`src/rtl/simple_ctrl_pkg.sv`:
```
// Shared encodings for the SIMPLE multi-cycle control unit: states, opcode fields,
// branch conditions and ALU opcodes.
package simple_ctrl_pkg;

   // Low five bits double as the one-hot phase output; HALT drives phase 0.
   typedef enum logic [5:0] {
      StP1   = 6'b000001,
      StP2   = 6'b000010,
      StP3   = 6'b000100,
      StP4   = 6'b001000,
      StP5   = 6'b010000,
      StHalt = 6'b100000
   } state_e;

   localparam logic [4:0] PhaseReset = 5'b00001;

   localparam logic [1:0] Op1Ld  = 2'b00;
   localparam logic [1:0] Op1St  = 2'b01;
   localparam logic [1:0] Op1Br  = 2'b10;
   localparam logic [1:0] Op1Alu = 2'b11;

   localparam logic [2:0] Op2Li  = 3'b000;
   localparam logic [2:0] Op2B   = 3'b100;
   localparam logic [2:0] Op2Bcc = 3'b111;

   localparam logic [3:0] Op3Add = 4'b0000;
   localparam logic [3:0] Op3Sub = 4'b0001;
   localparam logic [3:0] Op3And = 4'b0010;
   localparam logic [3:0] Op3Or  = 4'b0011;
   localparam logic [3:0] Op3Xor = 4'b0100;
   localparam logic [3:0] Op3Cmp = 4'b0101;
   localparam logic [3:0] Op3Mov = 4'b0110;
   localparam logic [3:0] Op3Sll = 4'b1000;
   localparam logic [3:0] Op3Slr = 4'b1001;
   localparam logic [3:0] Op3Srl = 4'b1010;
   localparam logic [3:0] Op3Sra = 4'b1011;
   localparam logic [3:0] Op3In  = 4'b1100;
   localparam logic [3:0] Op3Out = 4'b1101;
   localparam logic [3:0] Op3Hlt = 4'b1111;

   localparam logic [2:0] CondBe  = 3'b000;
   localparam logic [2:0] CondBlt = 3'b001;
   localparam logic [2:0] CondBle = 3'b010;
   localparam logic [2:0] CondBne = 3'b011;

   localparam logic [3:0] AluAdd = Op3Add;
   localparam logic [3:0] AluMov = Op3Mov;

   // ALU-class op3 codes that perform a real operation (HLT handled separately).
   function automatic logic op3_defined(input logic [3:0] op3);
      return !(op3 == 4'b0111 || op3 == 4'b1110 || op3 == Op3Hlt);
   endfunction

endpackage

```
`src/rtl/branch_cond.sv`:
```
// Branch-taken evaluation for B (unconditional) and the Bcc family from S/Z/V.
module branch_cond
   import simple_ctrl_pkg::*;
(
   input  logic [2:0] cond,
   input  logic [2:0] op2,
   input  logic       S,
   input  logic       Z,
   input  logic       V,
   output logic       taken
);

   always_comb begin
      taken = 1'b0;
      if (op2 == Op2B) begin
         taken = 1'b1;
      end else if (op2 == Op2Bcc) begin
         unique case (cond)
            CondBe:  taken = Z;
            CondBlt: taken = S ^ V;
            CondBle: taken = Z | (S ^ V);
            CondBne: taken = ~Z;
            default: taken = 1'b0;
         endcase
      end
   end

endmodule

```
`src/rtl/phase_sequencer.sv`:
```
// Five-phase control unit for the SIMPLE datapath. Define PHASE_SKIP_EN to let
// non-memory instructions go straight from P3 to P5.
module phase_sequencer
   import simple_ctrl_pkg::*;
#(
   parameter int unsigned      WIDTH    = 16,
   parameter logic [WIDTH-1:0] PC_RESET = '0
) (
   input  logic             clk,
   input  logic             rst,
   input  logic [WIDTH-1:0] ir,
   input  logic             S,
   input  logic             Z,
   input  logic             C,
   input  logic             V,
   input  logic             mem_rdy,
   input  logic             run,
   output logic [4:0]       phase,
   output logic             ir_e,
   output logic             pc_e,
   output logic             ar_e,
   output logic             br_e,
   output logic             dr_e,
   output logic             mr_e,
   output logic             alu_e,
   output logic             flag_e,
   output logic [3:0]       ALU_Cnt,
   output logic             mem_rd,
   output logic             mem_wr,
   output logic             addr_s,
   output logic             m1_s,
   output logic             m2_s,
   output logic             m3_s,
   output logic             m4_s,
   output logic             reg_read,
   output logic             reg_write,
   output logic             halted,
   output logic [WIDTH-1:0] pc_rst_val
);

   state_e state_q, state_d;

   logic [1:0] op1;
   logic [2:0] op2, cond;
   logic [3:0] op3;
   logic is_ld, is_st, is_mem, is_li, is_br, is_alu, is_hlt, valid;
   logic alu_wr, alu_flag, taken;
   logic unused_bits;

   assign op1  = ir[15:14];
   assign op2  = ir[13:11];
   assign cond = ir[10:8];
   assign op3  = ir[7:4];

   assign is_ld    = (op1 == Op1Ld);
   assign is_st    = (op1 == Op1St);
   assign is_mem   = is_ld | is_st;
   assign is_li    = (op1 == Op1Br) && (op2 == Op2Li);
   assign is_br    = (op1 == Op1Br) && (op2 == Op2B || op2 == Op2Bcc);
   assign is_alu   = (op1 == Op1Alu) && op3_defined(op3);
   assign is_hlt   = (op1 == Op1Alu) && (op3 == Op3Hlt);
   assign valid    = is_mem | is_li | is_br | is_alu;
   assign alu_wr   = is_alu && (op3 != Op3Cmp) && (op3 != Op3Out);
   assign alu_flag = is_alu && (op3 != Op3Out);

   assign pc_rst_val  = PC_RESET;
   assign unused_bits = ^{C, ir[3:0]};

   branch_cond u_branch_cond (
      .cond  (cond),
      .op2   (op2),
      .S     (S),
      .Z     (Z),
      .V     (V),
      .taken (taken)
   );

   always_ff @(posedge clk) begin
      if (rst) state_q <= StP1;
      else     state_q <= state_d;
   end

   always_comb begin
      state_d = state_q;
      unique case (state_q)
         StP1: if (mem_rdy) state_d = StP2;
         StP2: state_d = StP3;
         StP3: begin
            if (is_hlt) begin
               state_d = StHalt;
            end else begin
`ifdef PHASE_SKIP_EN
               state_d = is_mem ? StP4 : StP5;
`else
               state_d = StP4;
`endif
            end
         end
         StP4:   if (!is_mem || mem_rdy) state_d = StP5;
         StP5:   state_d = StP1;
         StHalt: if (run) state_d = StP1;
         default: state_d = StP1;
      endcase
   end

   always_comb begin
      phase     = state_q[4:0];
      halted    = (state_q == StHalt);
      ir_e      = 1'b0;
      pc_e      = 1'b0;
      ar_e      = 1'b0;
      br_e      = 1'b0;
      dr_e      = 1'b0;
      mr_e      = 1'b0;
      alu_e     = 1'b0;
      flag_e    = 1'b0;
      ALU_Cnt   = 4'b0000;
      mem_rd    = 1'b0;
      mem_wr    = 1'b0;
      addr_s    = 1'b0;
      m1_s      = 1'b0;
      m2_s      = 1'b0;
      m3_s      = 1'b0;
      m4_s      = 1'b0;
      reg_read  = 1'b0;
      reg_write = 1'b0;
      // Reset masks the decode so an aborted instruction cannot strobe anything.
      if (rst) begin
         phase  = PhaseReset;
         halted = 1'b0;
      end else begin
         unique case (state_q)
            StP1: begin
               mem_rd = 1'b1;
               ir_e   = mem_rdy;
               pc_e   = mem_rdy;
            end
            StP2: begin
               if (valid) begin
                  reg_read = 1'b1;
                  ar_e     = 1'b1;
                  br_e     = 1'b1;
                  m2_s     = is_br | is_li;
                  m3_s     = is_br | is_li | is_mem;
               end
            end
            StP3: begin
               if (valid) begin
                  alu_e   = 1'b1;
                  dr_e    = 1'b1;
                  flag_e  = alu_flag;
                  ALU_Cnt = is_alu ? op3 : (is_li ? AluMov : AluAdd);
               end
            end
            StP4: begin
               if (is_ld) begin
                  mem_rd = 1'b1;
                  addr_s = 1'b1;
                  mr_e   = mem_rdy;
               end else if (is_st) begin
                  mem_wr = 1'b1;
                  addr_s = 1'b1;
               end
            end
            StP5: begin
               reg_write = is_ld | is_li | alu_wr;
               m4_s      = is_ld;
               pc_e      = is_br & taken;
               m1_s      = is_br & taken;
            end
            default: ;
         endcase
      end
   end

endmodule
```
`config.mk`:
```
export PLATFORM = sky130hd
export DESIGN_NAME = phase_sequencer
export DESIGN_NICKNAME = d
export VERILOG_FILES = /design/src/rtl/simple_ctrl_pkg.sv /design/src/rtl/branch_cond.sv /design/src/rtl/phase_sequencer.sv
export SDC_FILE = /design/constraint.sdc
export NUM_CORES = 1
export LEC_CHECK = 0
export ABC_AREA = 0
export CAP_MARGIN = 20
export CORE_MARGIN = 2
export CORE_UTILIZATION = 33
export CTS_BUF_LIST = sky130_fd_sc_hd__clkbuf_4
export CTS_CLUSTER_DIAMETER = 120
export CTS_CLUSTER_SIZE = 8
export DETAILED_ROUTE_END_ITERATION = 6
export PLACE_DENSITY = 0.82
export SLEW_MARGIN = 40
export SYNTH_ARGS = -nofsm -noshare
export SYNTH_HDL_FRONTEND = slang
export SYNTH_SLANG_ARGS = --single-unit
```
`constraint.sdc`:
```
create_clock -name clk -period 2.8 [get_ports clk]
set_input_delay 0.84 -clock clk [delete_from_list [all_inputs] [get_ports clk]]
set_output_delay 0.84 -clock clk [all_outputs]
set_load 0.01 [all_outputs]
```
Word-level counts from Yosys, hierarchy flattened
Index checks and enable logic that the tools add are counted.

Equal/unequal tests: 22. Multiplexer cells: 52. Bitwise operators: 12. Reductions and logical operators: 17.

Operator list (count): 2-to-1 mux 1 bit (38); one-hot mux 6 bit (5 select lines) (1); 2-to-1 mux 6 bit (4); 2-to-1 mux 4 bit (4); OR 1 bit (9); equality test 4 bit (second input constant) (2); logical AND 1 bit (7); equality test 3 x 2 -> 1 bit (second input constant) (2); equality test 3 bit (second input constant) (2); equality test 6 x 1 -> 1 bit (second input constant) (1); equality test 6 x 2 -> 1 bit (second input constant) (1); equality test 6 x 3 -> 1 bit (second input constant) (1); equality test 6 x 4 -> 1 bit (second input constant) (1); equality test 6 x 5 -> 1 bit (second input constant) (1); equality test 6 bit (second input constant) (1); zero test 3 bit (2); != test 2 bit (second input constant) (3); 2-to-1 mux 5 bit (1); equality test 2 bit (second input constant) (2); equality test 4 x 3 -> 1 bit (second input constant) (1); logical OR 1 bit (4); != test 4 x 3 -> 1 bit (second input constant) (1); != test 4 bit (second input constant) (1); one-hot mux 1 bit (2 select lines) (2); 10 further kinds (11).

Register bits: 6. Bits of input ports: 24. Output and inout port bits: 43. Logic and storage cells: 104.

Logic depth before layout (Yosys ltp)
Gate-level depths: netlist (run 1).

Depth in word-level cells: 10. Gate-level depth with buffers: 5. Mapped depth without buffers: 4.

Hierarchy
A second synthesis (run 1) with hierarchy kept.

Cells, all modules: 116. Area total of the unflattened synthesis: 820.8 µm².

Modules (own cells, without submodules): phase_sequencer (times used 1, cells each 107, area an instance 760.7 µm², seq. area each 120.1 µm²); branch_cond (times used 1, cells each 9, area an instance 60.1 µm², seq. area each 0.0 µm²).

Least setup slack after synthesis (run 1)
Ideal clock, no wire load.

Kind: input-to-output. Start point: in ir[11]. End point: out br_e. Data arrival time: 1957 ps. Data required time: 1960 ps. Setup slack: 3 ps. Stages: 5. Path buffers: 1. Cells stage by stage: or2_2 > a21o_1 > and2_1 > a21oi_1 > buf_4.

Longest elaborated chain between the ends: 8. Elaborated cells on any way between the ends: 12. Classes of those cells: eq/ne: 2; mux: 3; bitwise: 3; reduce/logical: 4.

Ends and longest elaborated chain: start, declared (line phase_sequencer.sv:11) `input logic [WIDTH-1:0] ir,`; zero test 3 bit or equality test 3 bit (tied branches) (line phase_sequencer.sv:58, phase_sequencer.sv:59); logical AND 1 bit or logical OR 1 bit (tied branches) (line phase_sequencer.sv:58, phase_sequencer.sv:59); OR 1 bit or logical AND 1 bit (tied branches) (line phase_sequencer.sv:62, phase_sequencer.sv:59); OR 1 bit * (2 in a row) (line phase_sequencer.sv:62) `assign valid = is_mem | is_li | is_br | is_alu;`; 2-to-1 mux 1 bit * (3 in a row); end, declared (line phase_sequencer.sv:22) `output logic br_e,`.

Mark *: on every way between the ends. The rest lies on a longest branch, timed or not.

Final worst setup path (run 1)
Start point: in ir[7]. End point: out ALU_Cnt[1].

Longest elaborated chain between the ends: 9. Elaborated cells on any way between the ends: 12. Classes of those cells: eq/ne: 3; mux: 4; bitwise: 1; reduce/logical: 4.

Ends and longest elaborated chain: equality test 4 x 3 -> 1 bit or equality test 4 bit (tied branches) (line simple_ctrl_pkg.sv:51) `return !(op3 == 4'b0111 || op3 == 4'b1110 || op3 == Op3Hlt);`; logical OR 1 bit (line simple_ctrl_pkg.sv:51); logical OR 1 bit * (line simple_ctrl_pkg.sv:51); zero test 1 bit * (line simple_ctrl_pkg.sv:51); logical AND 1 bit * (line phase_sequencer.sv:60) `assign is_alu = (op1 == Op1Alu) && op3_defined(op3);`; 2-to-1 mux 4 bit or OR 1 bit (tied branches) (line phase_sequencer.sv:152, phase_sequencer.sv:62); 2-to-1 mux 4 bit * (line phase_sequencer.sv:148) `if (valid) begin`; 2-to-1 mux 4 bit * (line phase_sequencer.sv:132) `unique case (state_q)`; 2-to-1 mux 4 bit * (line phase_sequencer.sv:128) `if (rst) begin`; end, declared (line phase_sequencer.sv:27) `output logic [3:0] ALU_Cnt,`.

Marks and branches as above.

==> results, run 1 <==
- Across the VDD grid, the largest voltage drop is 0.000140 V.
- Setup repair after global routing could not meet its margin everywhere.
- The cell class contributing the biggest share of worst-path delay is compound AO/OA/AOI/OAI gates.
- The cell area after placement is 0.00141 mm^2.
- The number of global-route vias before repair was 1036.
- The CTS sink count is 6.
- The count of routing violations after the opening detailed-route iteration is 15.
- Summed over all nets, the half-perimeter wirelength after detailed placement is 2100 um.
- After routing the design area is 0.00151 mm^2.
- The total of max-cap violations is 0.
- Counting both buffers and inverters, the worst setup path holds a total of 3.
- The number of DRC violations after detailed routing is 0.
- In this run the remaining antenna-violating nets after routing total 0.
- From bottom edge to top edge, the die measures 53.2 um.
- The count of pins on the block boundary is 67.
- The worst endpoint required time is 1.96 ns.
- 0 antenna diodes ended up in the layout.
- The area growth from synthesis to final layout is 89.0%.
- The number of standard-cell rows in the floorplan is 17.
- The share of synthesized area occupied by flip-flops and latches is 0.150.
- The TritonCTS clock tree is yes.
- STA classifies the critical path startpoint as an input port.
- The largest net degree at the start of global routing is 10.
- The number of antenna violations at the first check in global routing is 0.
- The largest registers in the layout are state_q: 6 flops.
- The clock transition at the registers of the reported paths is 0.04 ns.
- The number of nets at the end of the flow is 210.
- The starting utilization of the core area is 0.354.
- Based on the critical path, the design can be clocked at up to 344 MHz.
- On the critical path, the stage with the largest delay is an instance of sky130_fd_sc_hd__a311o_1.
- During placement, the flow inserted port buffers numbering 45.
- Dividing the detail-routed wire length by the instance count gives 12.9 um.
- The minimum setup slack in the final design is -0.109 ns.
- The critical-path maximum fanout is 3.
- The post-synthesis instance area is 798 um^2.
- The mean cell area of the mapped netlist is 7.32 um^2.
- The cell at the root of the clock tree is sky130_fd_sc_hd__clkbuf_4.
- Leaving out filler cells and counting taps, the final layout contains 212.
- The post-detailed-route via-to-cell ratio is 4.83.
- The power density of the placed cells is 223 mW/mm^2.
- The run finished, with violations left.
- The floorplan core area is 0.00225 mm^2.
- At the end of the flow the core is filled with cells to 0.669.
- The final route contains 1024 vias.
- Between clock sinks in the finished design, the worst skew comes to 0.00451 ns.
- The post-synthesis cell type count is 39.
- The total die area is 0.00283 mm^2.
- The overflow left after global routing is 0.
- The number of placed instances, taps included, is 205.
- In the global route stage, overall resource usage came out at 0.197.
- The routed design could run at a clock period as short as 2.91 ns.
- The placer's final routability congestion estimate is 0.949.
- The checks that failed: setup timing.
- Synthesis handed over a netlist of 109 instances.
- The post-synthesis register bit count is 6.
- At the placement stage, the worst setup path has a slack of -0.867 ns.
- The total count of max-transition violations in the final report is 0.
- In this run the deepest clock path goes through 2 buffers.
- The number of fillers in the final layout is 209.
- In the finished design, the share of the clock period the worst path needs comes to 1.04.
- Buffers inserted during clock tree synthesis total 3.
- The die is 53.2 um wide.
- The commonest non-fill, non-tap cell in the layout is sky130_fd_sc_hd__buf_4.
- The first-pass iteration count of the detailed router is 4.
- The final count of negative-setup-slack endpoints is 6.
- Yosys printed 0 warnings.
- The library cells used most frequently in the layout, excluding fill and tap cells, are sky130_fd_sc_hd__buf_4, sky130_fd_sc_hd__conb_1, sky130_fd_sc_hd__buf_2.
- Yosys mapped a number of flops with a built-in enable equal to 0.
- The final hold slack is 0.709 ns.
- The path category of the worst min-delay check is flip-flop to flip-flop.
- The sum of routed wire length over all layers is 2730 um.
- The number of buffers inserted for hold repair after clock tree synthesis is 0.
- The worst setup path is captured at an output port.
- The H-tree depth is 1.
- Walking the worst path, the cells encountered are buf_6, o211ai_1, nand3_1, buf_4, a311o_1, a21oi_1, buf_2.
- The setup path with the least slack is of type input port to output port.
- The first global-routing pass estimated 4170 um of wire.
- The clock reaches the later pin of the worst-skew pair after 0.24 ns.
- The leading register cell type out of synthesis is sky130_fd_sc_hd__dfxtp_1.
- The register with the most flip-flops is state_q.
- The number of flip-flops under the largest register name is 6.
- The maximum single-stage delay on the critical path is 0.30 ns.
- The fraction of final layout cells with drive strength greater than 1 is 0.462.
- For this design the static power due to leakage is 0.000752 uW.
- Data arrives at the worst endpoint at 2.07 ns.
- The async set or reset register ratio after synthesis is 0.
- The number of failing hold endpoints at the final stage is 0.
[worst paths after layout]
path,depth (start not counted),from,endpoint,slack (ns)
hold / removal,2,state_q[0],state_q[1],0.71
setup reg to reg,5,state_q[1],state_q[0],1.00
setup / recovery,7,ir[7],ALU_Cnt[1],-0.11
hold reg to reg,2,state_q[0],state_q[1],0.71
[tightest hold or removal path, cell delays in order (launching register included)]
cell and delay [ns]:
sky130_fd_sc_hd__dfxtp_1 0.36, sky130_fd_sc_hd__nand3b_1 0.24, sky130_fd_sc_hd__nor3_1 0.07
[cell type report]
cell class / count / area (um^2) / share of cell area
repair buffers: 78 / 638 / 0.423
well taps: 28 / 35.0 / 0.0232
flip-flops and latches: 6 / 120 / 0.0796
clock buffers: 3 / 22.5 / 0.0149
multi-input cells: 90 / 667 / 0.442
inverters: 7 / 26.3 / 0.0174
[per-layer routing]
layer  vias to the layer above  wire length (um)  part of all wire  global-route usage
met5                         -                 0                 0                   0
met4                         0                 5            0.0018              0.0812
met3                         2               150             0.055              0.0282
met2                        39              1510              0.55               0.398
met1                       476              1060              0.39               0.196
li1                        507                 -                 -                   -
[power by group]
part,leakage [uW],switching [uW],internal [uW]
Combinational,0.000689,77.2,86.7
Sequential,0.0000488,6.47,89.4
Clock,0.0000138,28.2,48.3
[synthesized netlist by cell type, types with 2 or more instances]
cell / count / share of area
sky130_fd_sc_hd__a21o_1: 2 / 0.019
sky130_fd_sc_hd__a21oi_1: 4 / 0.025
sky130_fd_sc_hd__a31oi_1: 2 / 0.016
sky130_fd_sc_hd__and2_1: 5 / 0.039
sky130_fd_sc_hd__buf_4: 19 / 0.18
sky130_fd_sc_hd__clkbuf_1: 2 / 0.0094
sky130_fd_sc_hd__dfxtp_1: 6 / 0.15
sky130_fd_sc_hd__inv_1: 7 / 0.033
sky130_fd_sc_hd__nand2_1: 6 / 0.028
sky130_fd_sc_hd__nand2b_1: 3 / 0.024
sky130_fd_sc_hd__nand3_1: 3 / 0.019
sky130_fd_sc_hd__nand3b_1: 4 / 0.038
sky130_fd_sc_hd__nand4_1: 2 / 0.016
sky130_fd_sc_hd__nor2_1: 6 / 0.028
sky130_fd_sc_hd__nor2b_1: 4 / 0.031
sky130_fd_sc_hd__nor3_1: 4 / 0.025
sky130_fd_sc_hd__nor3_2: 2 / 0.025
sky130_fd_sc_hd__nor3b_1: 2 / 0.019
sky130_fd_sc_hd__nor4_1: 2 / 0.016
sky130_fd_sc_hd__o21ai_0: 3 / 0.019
sky130_fd_sc_hd__or2_2: 2 / 0.016
sky130_fd_sc_hd__xnor2_1: 2 / 0.022
[metrics by stage]
step / total power [uW] / setup TNS [ns]
3_5_place_dp: 243 / -16.09
2_1_floorplan: 174 / 0
5_1_grt: 360 / -0.805
4_1_cts: 325 / -0.598
3_3_place_gp: 238 / -15.46
6_report: 336 / -0.459
[cells by family (layout without fill, tap and decap cells)]
family          Yosys count  count (layout)  synth area share
other cells               1              16           0.00470
flops                     6               6             0.150
xor+xnor                  2               2            0.0219
simple gates             52              52             0.423
compound gates           20              20             0.179
buf+inv                  28              88             0.221
[repair_timing]
action / 4_1_cts / 5_1_grt
resized for setup: 112 / 32
cloned: 0 / 0
setup endpoints to repair: 27 / 22
setup buffers: 4 / 2
pin swaps: 13 / 12
hold endpoints to repair: 0 / 0
Power figures use the tool's default switching activity.
==> inputs of run 2 (changes only) <==
--- a/config.mk
+++ b/config.mk
@@ -8,12 +8,12 @@
 export ABC_AREA = 0
 export CAP_MARGIN = 20
 export CORE_MARGIN = 2
-export CORE_UTILIZATION = 33
+export CORE_UTILIZATION = 30
 export CTS_BUF_LIST = sky130_fd_sc_hd__clkbuf_4
 export CTS_CLUSTER_DIAMETER = 120
 export CTS_CLUSTER_SIZE = 8
 export DETAILED_ROUTE_END_ITERATION = 6
-export PLACE_DENSITY = 0.82
+export PLACE_DENSITY = 0.79
 export SLEW_MARGIN = 40
 export SYNTH_ARGS = -nofsm -noshare
 export SYNTH_HDL_FRONTEND = slang
==> constraint.sdc (replaced) <==
create_clock -name clk -period 2.4 [get_ports clk]
set_input_delay 0.72 -clock clk [delete_from_list [all_inputs] [get_ports clk]]
set_output_delay 0.72 -clock clk [all_outputs]
set_load 0.01 [all_outputs]
==> results, run 2 (synthesis results as in run 1) <==
- The placer's final routability congestion estimate is 0.844 (-11%).
- The fraction of final layout cells with drive strength greater than 1 is 0.614 (+0.152).
- The flow ran to the end, but the final reports show violations.
- The type of origin of the critical path is an input port.
- The commonest non-fill, non-tap cell in the layout is sky130_fd_sc_hd__buf_4.
- After layout, the minimum clock period comes to 2.67 ns.
- The signal on the critical path passes through buf_6, or2_4, or4b_4, buf_4, a21oi_2, buf_2.
- The H-tree depth is 1 (unchanged).
- The first-pass GRT wire length was 4730 um (+13%).
- The total die area was 0.00309 mm^2 (+9.2%).
- The count of pins on the block boundary is 67 (unchanged).
- The CTS sink count came to 6 (unchanged).
- The die boundary width was 55.6 um (+4.5%).
- In this run the clock root is driven by a sky130_fd_sc_hd__clkbuf_4.
- From synthesis to final layout, the design area changed by 118%.
- The overflow left after global routing came to 0 (unchanged).
- The number of standard-cell rows in the floorplan is 18 (+1).
- The total vias in the final route is 1177 (+15%).
- The worst-case clock buffer depth is 2 (unchanged).
- The leakage power came to 0.000894 uW (+19%).
- The maximum resistive drop on vdd was 0.000150 V (+6.9%).
- The tightest min-delay check is of the flip-flop to flip-flop type.
- TritonCTS built the clock tree.
- The clock skew is 0.00275 ns (-0.00176 ns).
- The largest registers in the layout are state_q: 6 flops.
- The buffering stage count on the worst path with inverters included is 3 (unchanged).
- The first-pass iteration count of the detailed router came to 4 (unchanged).
- In the layout the commonest cells are sky130_fd_sc_hd__buf_4, sky130_fd_sc_hd__buf_6, sky130_fd_sc_hd__buf_2.
- The arrival time reported for the critical path endpoint is 1.95 ns (-0.12 ns).
- The number of antenna violations at the first check in global routing is 0 (unchanged).
- By startpoint and endpoint, the worst setup path is classified as input port to output port.
- The floorplan core area is 0.00250 mm^2 (+11%).
- The clock transition at the registers of the reported paths is 0.04 ns (about the same).
- The source-to-sink clock delay at the later pin of the worst-skew pair is 0.25 ns (about the same).
- The worst setup path is captured at an output port.
- The total clock buffers created by CTS is 3 (unchanged).
- The number of failing hold endpoints at the final stage is 0 (unchanged).
- The critical-path maximum fanout was 3 (unchanged).
- Setup repair after global routing could not meet its margin everywhere.
- The post-detailed-route wirelength per cell is 14.0 um (+8.4%).
- The cell class contributing the biggest share of worst-path delay is simple AND/OR/NAND/NOR gates.
- The worst endpoint required time is 1.68 ns (-0.28 ns).
- The post-route antenna net violation count is 0 (unchanged).
- The final count of negative-setup-slack endpoints is 17 (+11).
- The number of global-route vias before repair is 1109 (+7.0%).
- The sum of negative setup slack is -2.42 ns (-1.96 ns).
- The placed wire-length estimate after detailed placement is 2160 um (+3.1%).
- The maximum operating frequency is 375 MHz.
- state_q holds more flip-flops than any other register.
- The number of buffers inserted for hold repair after clock tree synthesis is 0 (unchanged).
- The total of max-cap violations is 0 (unchanged).
- The checks that failed: setup timing.
- The count of routing violations after the opening detailed-route iteration is 28 (+13).
- The total count of max-transition violations in the final report came to 0 (unchanged).
- The post-place setup slack is -0.980 ns (-0.113 ns).
- The final hold slack came to 0.705 ns (-0.00419 ns).
- The power density of the placed cells came to 241 mW/mm^2 (+8.1%).
- The number of DRC violations after detailed routing is 0 (unchanged).
- The count of port buffers added during placement was 45 (unchanged).
- The sum of routed wire length over all layers is 3310 um (+21%).
- The height of the die came to 55.6 um (+4.5%).
- The maximum single-stage delay on the critical path was 0.49 ns (+0.19 ns).
- The antenna diode count came to 0 (unchanged).
- The number of nets at the end of the flow is 233 (+11%).
- The minimum setup slack in the final design is -0.270 ns (-0.161 ns).
- The post-detailed-route via-to-cell ratio is 4.97 (+2.8%).
- The overall global routing resource usage is 0.187 (-0.0107).
- In the finished design, the share of the clock period the worst path needs comes to 1.11.
- The number of flip-flops under the largest register name was 6 (unchanged).
- For this design, the slowest cell found on the critical path is sky130_fd_sc_hd__or4b_4.
- The starting utilization of the core area is 0.319 (-0.0347).
- The largest net degree at the start of global routing came to 8 (-2).
- The share of the core filled with cells in the final layout was 0.696 (+0.0269).
- The post-layout total power is 419 uW (+25%).
[run 2: changes by cell type in the layout (fill, tap and decap cells not counted), sizes merged]
cell | before | now
dlygate4sd2 | 8 | 9
clkdlybuf4s50 | 6 | 3
clkdlybuf4s15 | 5 | 2
clkbuf | 7 | 4
buf | 52 | 85
dlymetal6s2s | 3 | 1
[run 2: repair_timing]
item | CTS | global route
pin swaps | 23 | 19
buffers inserted | 21 | 6
endpoints found under the hold margin | 0 | 0
endpoints found under the setup margin | 27 | 22
resized for setup | 165 | 25
[run 2: worst paths after layout]
path,start,end,slack (ns),cells past startpoint
worst max-delay path,ir[12],ALU_Cnt[1],-0.27,6
worst min-delay path,state_q[1],state_q[5],0.71,3
worst max register to register,state_q[4],state_q[5],0.05,14
worst min register to register,state_q[1],state_q[5],0.71,3
[run 2: worst min-delay path, delay by kind of cell (launching register included)]
kind             cells  cell delay [ns]
AND/OR/NAND/NOR      2             0.20
AO/OA/AOI/OAI        1             0.07
flip-flops           1             0.39
[run 2: layout make-up]
class | count | area (um^2)
multi-input combinational | 90 | 704
clock buffer | 3 | 22.5
fill | 203 | 759
inverter | 7 | 28.8
sequential | 6 | 130
tap | 30 | 37.5
timing repair buffer | 101 | 817
[run 2: through the flow]
step	std cells	cell area, um^2
detailed placement	211	1480
floorplan	124	900
global placement	211	1480
global route	237	1740
finish	237	1740
CTS	234	1630
[run 2: per-layer routing]
layer	global-route usage	up-vias	routed length [um]
met1	0.217	572	1340
li1	-	555	-
met2	0.337	43	1750
met4	0.0871	0	61
met5	0	-	0
met3	0.0233	7	158
[run 2: report_power, final]
part | leakage, uW | internal [uW] | switching (uW)
Combinational | 0.000829 | 115 | 101
Clock | 0.0000138 | 56.6 | 36.9
Sequential | 0.0000506 | 103 | 7.07
Total | 0.000894 | 274 | 145
